**src/rtl/sha3_pkg.sv**
```systemverilog
// sha3_pkg
// Shared constants and types for the SHA3-512 absorber/padder.
//   STATE_W             : width of the full Keccak state block (1600)
//   LANE_W              : lane width (64)
//   SHA3_512_RATE_LANES : rate lanes for SHA3-512 (9 lanes = 576 bits)
//   PAD_END             : closing pad10*1 bit, placed at the top of the last rate byte
//   DOMAIN_BYTE         : domain suffix byte with the first pad bit folded in
//   pad_state_t         : padder FSM states
// Build option: SHA3_KECCAK_PAD_EN selects original Keccak padding (0x01)
// instead of FIPS 202 SHA-3 padding (0x06).
package sha3_pkg;

    localparam int STATE_W             = 1600;
    localparam int LANE_W              = 64;
    localparam int SHA3_512_RATE_LANES = 9;
    localparam logic [7:0] PAD_END     = 8'h80;

`ifdef SHA3_KECCAK_PAD_EN
    localparam logic [7:0] DOMAIN_BYTE = 8'h01;
`else
    localparam logic [7:0] DOMAIN_BYTE = 8'h06;
`endif

    typedef enum logic [1:0] {
        FILL = 2'd0,
        EMIT = 2'd1,
        PADX = 2'd2
    } pad_state_t;

endpackage

```
**src/rtl/sha3_pad_lane.sv**
```systemverilog
// sha3_pad_lane
// Combinational pad of one incoming 64-bit message lane.
//   lane       : raw message word, byte j at [8j+7:8j]
//   nbytes     : valid byte count, already clamped to 0..8
//   last       : word is the final word of the message
//   final_lane : word lands in the last rate lane of the block
//   padded     : lane with bytes >= nbytes cleared, the domain byte at
//                offset nbytes, and PAD_END in byte 7 when the final lane
//                also closes the block. Non-last words pass through unchanged.
// Build option: SHA3_KECCAK_PAD_EN (through sha3_pkg::DOMAIN_BYTE).
module sha3_pad_lane
    import sha3_pkg::*;
(
    input  logic [63:0] lane,
    input  logic [3:0]  nbytes,
    input  logic        last,
    input  logic        final_lane,
    output logic [63:0] padded
);

    genvar gi;
    generate
        for (gi = 0; gi < 8; gi++) begin : g_byte
            logic keep;
            logic dom_here;
            logic end_here;

            assign keep     = !last || (4'(gi) < nbytes);
            assign dom_here = last && (4'(gi) == nbytes);
            // A full final word at the last lane leaves no room for padding;
            // the top level emits a separate pad-only block for that case.
            assign end_here = last && final_lane && (gi == 7) && (nbytes < 4'd8);

            assign padded[8*gi +: 8] = (keep     ? lane[8*gi +: 8] : 8'h00)
                                     ^ (dom_here ? DOMAIN_BYTE     : 8'h00)
                                     ^ (end_here ? PAD_END         : 8'h00);
        end
    endgenerate

endmodule

```
**src/rtl/sha3_padder.sv**
```systemverilog
// sha3_padder
// Absorbs a little-endian 64-bit word stream into rate blocks, applies the
// SHA-3 pad10*1 rule with the domain suffix and presents each block as a full
// 1600-bit state (zero capacity) to the permutation.
//   inClk, inRstN           : clock, asynchronous active-low reset
//   inData/inValid/inLast   : message word stream, inBytes = valid bytes of last word
//   inReady                 : word accepted when inValid & inReady
//   outData/outValid/outLast: state block, last flag marks the final padded block
//   outReady                : consumer takes the block when outValid & outReady
// Build option: SHA3_KECCAK_PAD_EN selects the Keccak domain byte 0x01.
module sha3_padder #(
    parameter int RATE_LANES = 9,
    parameter int LANE_W     = 64
) (
    input  logic                          inClk,
    input  logic                          inRstN,
    input  logic [LANE_W-1:0]             inData,
    input  logic                          inValid,
    input  logic                          inLast,
    input  logic [3:0]                    inBytes,
    output logic                          inReady,
    output logic [sha3_pkg::STATE_W-1:0]  outData,
    output logic                          outValid,
    output logic                          outLast,
    input  logic                          outReady
);

    import sha3_pkg::*;

    localparam int CNT_W = (RATE_LANES > 1) ? $clog2(RATE_LANES) : 1;
    localparam logic [CNT_W-1:0] LAST_LANE = CNT_W'(RATE_LANES - 1);

    pad_state_t                         state_reg;
    logic [CNT_W-1:0]                   lane_cnt_reg;
    logic [RATE_LANES-1:0][LANE_W-1:0]  block_reg;
    logic                               pad_pending_reg;
    logic                               in_ready_reg;
    logic                               out_valid_reg;
    logic                               out_last_reg;

    logic [3:0]                         nbytes;
    logic                               full_word;
    logic                               at_last_lane;
    logic                               accept;
    logic [LANE_W-1:0]                  padded_lane;
    logic [RATE_LANES-1:0][LANE_W-1:0]  pad_block;

    assign nbytes       = (inBytes > 4'd8) ? 4'd8 : inBytes;
    assign full_word    = (nbytes == 4'd8);
    assign at_last_lane = (lane_cnt_reg == LAST_LANE);
    assign accept       = inValid && in_ready_reg;

    sha3_pad_lane u_pad_lane (
        .lane       (inData),
        .nbytes     (nbytes),
        .last       (inLast),
        .final_lane (at_last_lane),
        .padded     (padded_lane)
    );

    // Pad-only block: used after a message that exactly filled a rate block.
    always_comb begin
        pad_block = '0;
        pad_block[0][7:0] = DOMAIN_BYTE;
        pad_block[RATE_LANES-1][LANE_W-1 -: 8] = pad_block[RATE_LANES-1][LANE_W-1 -: 8] ^ PAD_END;
    end

    always_ff @(posedge inClk or negedge inRstN) begin
        if (!inRstN) begin
            state_reg       <= FILL;
            lane_cnt_reg    <= '0;
            block_reg       <= '0;
            pad_pending_reg <= 1'b0;
            in_ready_reg    <= 1'b1;
            out_valid_reg   <= 1'b0;
            out_last_reg    <= 1'b0;
        end else begin
            case (state_reg)
                FILL: begin
                    if (accept) begin
                        block_reg[lane_cnt_reg] <= padded_lane;
                        if (inLast) begin
                            if (full_word && at_last_lane) begin
                                // Data fills the block exactly: padding goes out in PADX.
                                out_last_reg    <= 1'b0;
                                pad_pending_reg <= 1'b1;
                            end else begin
                                // Higher lanes are already zero, so plain writes
                                // act as the XOR the padding rule calls for.
                                if (!at_last_lane) begin
                                    block_reg[LAST_LANE][LANE_W-1 -: 8] <= PAD_END;
                                    if (full_word) begin
                                        block_reg[lane_cnt_reg + 1'b1][7:0] <= DOMAIN_BYTE;
                                    end
                                end
                                out_last_reg    <= 1'b1;
                                pad_pending_reg <= 1'b0;
                            end
                            state_reg     <= EMIT;
                            out_valid_reg <= 1'b1;
                            in_ready_reg  <= 1'b0;
                        end else if (at_last_lane) begin
                            state_reg       <= EMIT;
                            out_valid_reg   <= 1'b1;
                            out_last_reg    <= 1'b0;
                            pad_pending_reg <= 1'b0;
                            in_ready_reg    <= 1'b0;
                        end else begin
                            lane_cnt_reg <= lane_cnt_reg + 1'b1;
                        end
                    end
                end

                EMIT: begin
                    if (outReady) begin
                        lane_cnt_reg <= '0;
                        if (pad_pending_reg) begin
                            block_reg       <= pad_block;
                            out_last_reg    <= 1'b1;
                            pad_pending_reg <= 1'b0;
                            state_reg       <= PADX;
                        end else begin
                            block_reg     <= '0;
                            out_valid_reg <= 1'b0;
                            out_last_reg  <= 1'b0;
                            in_ready_reg  <= 1'b1;
                            state_reg     <= FILL;
                        end
                    end
                end

                PADX: begin
                    if (outReady) begin
                        block_reg     <= '0;
                        out_valid_reg <= 1'b0;
                        out_last_reg  <= 1'b0;
                        in_ready_reg  <= 1'b1;
                        state_reg     <= FILL;
                    end
                end

                default: begin
                    state_reg     <= FILL;
                    block_reg     <= '0;
                    lane_cnt_reg  <= '0;
                    out_valid_reg <= 1'b0;
                    out_last_reg  <= 1'b0;
                    in_ready_reg  <= 1'b1;
                end
            endcase
        end
    end

    assign inReady  = in_ready_reg;
    assign outValid = out_valid_reg;
    assign outLast  = out_last_reg;
    assign outData  = {{(STATE_W - RATE_LANES*LANE_W){1'b0}}, block_reg};

endmodule

```
**config.mk**
```make
export PLATFORM = sky130hd
export DESIGN_NAME = sha3_padder
export DESIGN_NICKNAME = d
export VERILOG_FILES = /design/src/rtl/sha3_pkg.sv /design/src/rtl/sha3_pad_lane.sv /design/src/rtl/sha3_padder.sv
export SDC_FILE = /design/constraint.sdc
export NUM_CORES = 1
export LEC_CHECK = 0
export CORE_AREA = 10 10 649 651
export DETAILED_ROUTE_END_ITERATION = 10
export DIE_AREA = 0 0 659 661
export HOLD_SLACK_MARGIN = 0.1
export PLACE_DENSITY_LB_ADDON = 0.25
export SYNTH_ARGS = -nofsm -noshare
export SYNTH_HDL_FRONTEND = slang
export SYNTH_HIERARCHICAL = 1
export SYNTH_SLANG_ARGS = --single-unit
export TNS_END_PERCENT = 20
```
**constraint.sdc**
```tcl
create_clock -name inClk -period 6 [get_ports inClk]
set_input_delay 1.2 -clock inClk [delete_from_list [all_inputs] [get_ports inClk]]
set_output_delay 1.2 -clock inClk [all_outputs]
set_load 0.01 [all_outputs]
```
==> qor.yml <==
status:
  result_of_the_run: "finished clean"
timing:
  final-setup-viol-count: 0
  post-route-period-util: 0.641
  timing.slew.headroom: 0.172
  layout_min_cycle_time_ns: 3.85
  rsz0062_at_grt: "no"
  postLayoutSetupSlackWorst_ns: 2.15
  max_frequency_mhz: 260
  max_slew.worst_pin.slew_ns: 1.24
  holdWs_ns: 0.401
  fin_tns_setup_ns: 0
  final_hold_viol_count: 0
  slew_violations: 0
  timing.clock.skew_ns: 0.0846
detailed_routing:
  route.final.wire_length_mm: 203
  vias_per_cell: 2.52
  detail_route.drc_violations: 0
  detailroute.via_count: 24200
  detail-route-antenna-nets: 0
  firstDrtPassIters: 5
  routedWlPerCell_um: 21.1
  detail_route.iter0.violations: 1555
synth:
  post_synth_xor_area_fraction: 0.000272
  synth-seq-cells: 586
  synth_top_family_by_area: "buffers and inverters"
  syn_area_per_cell_um2: 9.29
  synth_edf_count: 0
  fraction_of_synthesized_area_in_multiplexers: 0.0197
  top_flip_flop_cell_by_instance_count_after_synthesis: "sky130_fd_sc_hd__dfrtp_1"
  ys_async_sr_fraction: 1.00
  yosysWarningCount: 6
  synth_cells: 3469
  post_syn_area_um2: 32200
  synth_adder_area_share: 0.00155
  post_synth_and_or_nand_nor_area_fraction: 0.131
  ys_types: 69
  synth-compound-area-share: 0.113
  synth_sequential_area_ratio: 0.455
floorplanning:
  num_rows: 235
  die_area_um2: 436000
  core-area_um2: 408000
  io_pins: 1676
  fp.dieW_um: 659
  initial_core_util: 0.0789
  dieHeight_um: 661
critical_path:
  worstPathCellList: "clkdlybuf4s50_1 -> nor3b_4 -> nor3_2 -> nand2_4 -> buf_12 -> a22o_1"
  setup.worst_path.class: "in2reg"
  max_stage_delay_ns: 1.02
  worst_r2r_endpoint: "outData[34]"
  critical_path_peak_fanout: 36
  rrSetupSlack_ns: 2.39
  required_ns: 6.71
  worst_setup_path_endpoint: "outData[34]"
  regToRegStartpoint: "state_reg[1]"
  worstSetupEndpointType: "flip-flop"
  critical_path_arrival_ns: 4.55
  cp_num_cells: 6
  critical_path_buf_inv_count: 2
  r2r_cells: 5
  critical_path.startpoint_type: "primary input"
  critical-path-slowest-cell: "sky130_fd_sc_hd__nor3b_4"
  crit_family: "simple AND/OR/NAND/NOR gates"
  cp-startpoint: "outReady"
flow_run:
  reported_max_cap_violation_count: 0
clocking:
  cts_resized: 0
  cts-htree-levels: 3
  worst_skew_pair.late_latency_ns: 0.84
  tritoncts: "done"
  cts_inserted_buffers: 90
  clk_pin_slew_worst_paths_ns: 0.06
  clock-root-buffer: "sky130_fd_sc_hd__clkbuf_16"
  cts_num_sinks: 586
  cts_setup_buffers: 0
  clock_path_buffers: 4
  cts.hold.buffers_added: 0
finish:
  layout-drive-gt1-share: 0.0708
  layout.nets: 4134
  largest_register_ffs: 576
  syn2layout_area_growth_pct: 38.0
global_route:
  vias_in_the_first_global_route: 25800
  grt_busiest_layer: "met2"
  gr-usage-met3: 0.0273
  met2_usage: 0.163
  grt_usage: 0.0878
  grt_first_pass_wirelength_mm: 259
  grt_antenna_before_repair: 40
  largest_net_degree_at_the_start_of_global_routing: 150
  grt.overflow.total: 0
  grtUsageMet1: 0.0941
placed_design:
  post-dp-hpwl_mm: 149
  gp_congestion: 0.727
  dp_slack_ns: 1.20
  placement.io_buffers: 651
pwr:
  total_leakage_power_nw: 18.3
  irDropWorstVdd_uv: 199
  power.density_nw_per_um2: 233
hold_path:
  holdCritPathClass: "in2async"
==> stage by stage <==
stage	instance area (um^2)	total power, mW	util	std cells
2_1_floorplan	36100	4.91	-	4492
3_3_place_gp	41400	4.83	0.102	9416
3_5_place_dp	41400	4.83	0.102	9416
4_1_cts	44400	10.7	0.109	9577
5_1_grt	44400	10.9	0.109	9581
6_report	44500	10.4	0.109	9593
==> power by group <==
part,leakage (nW),switching (mW),total [mW],internal (mW)
sequential,8.19,0,3.95,3.95
clock,1.47,2.35,5.61,3.25
combinational,8.61,0.710,0.804,0.0941
==> worst register-to-register path: cells and delay by family (launching register included) <==
family                 cells  cell delay [ns]
DFF                        1             0.78
buffers and inverters      1             0.34
and+or+nand+nor            3             2.11
AOI/OAI and AO/OA          1             0.24
==> synthesized netlist by cell type (6+ instances only) <==
cell type | count | area share
sky130_fd_sc_hd__o21ai_0 | 31 | 0.0048
sky130_fd_sc_hd__nand3_1 | 33 | 0.0051
sky130_fd_sc_hd__buf_6 | 41 | 0.014
sky130_fd_sc_hd__inv_1 | 7 | 0.00082
sky130_fd_sc_hd__a21o_1 | 7 | 0.0016
sky130_fd_sc_hd__nand4_1 | 7 | 0.0014
sky130_fd_sc_hd__nand3b_1 | 8 | 0.0019
sky130_fd_sc_hd__a32oi_1 | 6 | 0.0016
sky130_fd_sc_hd__nand2_1 | 732 | 0.085
sky130_fd_sc_hd__buf_2 | 68 | 0.011
sky130_fd_sc_hd__nor4_4 | 6 | 0.0040
sky130_fd_sc_hd__nor2b_1 | 11 | 0.0021
sky130_fd_sc_hd__and2_1 | 36 | 0.0070
sky130_fd_sc_hd__and2b_1 | 6 | 0.0014
sky130_fd_sc_hd__clkbuf_1 | 111 | 0.013
sky130_fd_sc_hd__mux2i_1 | 61 | 0.019
sky130_fd_sc_hd__a22o_1 | 140 | 0.038
sky130_fd_sc_hd__dfrtp_1 | 585 | 0.45
sky130_fd_sc_hd__buf_1 | 7 | 0.00082
sky130_fd_sc_hd__nor2_1 | 73 | 0.0085
sky130_fd_sc_hd__buf_4 | 1030 | 0.24
sky130_fd_sc_hd__a21oi_1 | 360 | 0.056
==> placed cells by master, fill, tap and decap left out, types with 8 or more instances in the layout <==
cell type	n
sky130_fd_sc_hd__o21ai_0	28
sky130_fd_sc_hd__clkbuf_8	19
sky130_fd_sc_hd__buf_4	59
sky130_fd_sc_hd__clkbuf_1	18
sky130_fd_sc_hd__nand3_1	33
sky130_fd_sc_hd__buf_12	20
sky130_fd_sc_hd__mux2i_1	61
sky130_fd_sc_hd__nand2_1	731
sky130_fd_sc_hd__conb_1	1024
sky130_fd_sc_hd__nand3b_1	8
sky130_fd_sc_hd__dfrtp_1	585
sky130_fd_sc_hd__clkinv_2	10
sky130_fd_sc_hd__and2_1	28
sky130_fd_sc_hd__and2_2	8
sky130_fd_sc_hd__clkbuf_16	91
sky130_fd_sc_hd__nor2_1	68
sky130_fd_sc_hd__a22o_1	140
sky130_fd_sc_hd__clkdlybuf4s50_1	650
sky130_fd_sc_hd__a21oi_1	360
sky130_fd_sc_hd__diode_2	16
==> how the worst min path moves through the flow <==
stage / start / end / slack [ns] / cells past startpoint
global route: inRstN / outData[197] / 0.41 / 1
floorplan: pad_pending_reg / pad_pending_reg / 0.51 / 2
finish: inRstN / outData[64] / 0.40 / 1
detailed placement: outData[530] / outData[530] / 0.48 / 1
CTS: inRstN / outData[64] / 0.39 / 1
global placement: outData[560] / outData[560] / 0.49 / 1
==> per-layer routing <==
metal / up-vias / wire (um)
li1: 10500 / -
met5: - / 9
met1: 12300 / 73100
met2: 1215 / 107000
met3: 204 / 15900
met4: 2 / 6990
==> layout make-up <==
| type | instances | area (um^2) |
|---|---|---|
| Inverter | 8 | 30.0 |
| Multi-Input combinational cell | 2641 | 12600 |
| Fill cell | 47100 | 364000 |
| Tap cell | 5451 | 6820 |
| Antenna cell | 16 | 40.0 |
| Clock buffer | 128 | 2610 |
| Clock inverter | 33 | 393 |
| Sequential cell | 586 | 14700 |
| Timing Repair Buffer | 730 | 7360 |
==> cell families (layout without fill, tap and decap cells) <==
kind of cell	Yosys count	in the layout
xor gates and xnor gates	1	1
adders and majority gates	4	4
other	1	1040
buffers and inverters	1265	899
muxes	63	63
and+or+nand+nor	963	963
AOI/OAI and AO/OA	586	586
DFF	586	586
(Power assumes the default switching activity.)
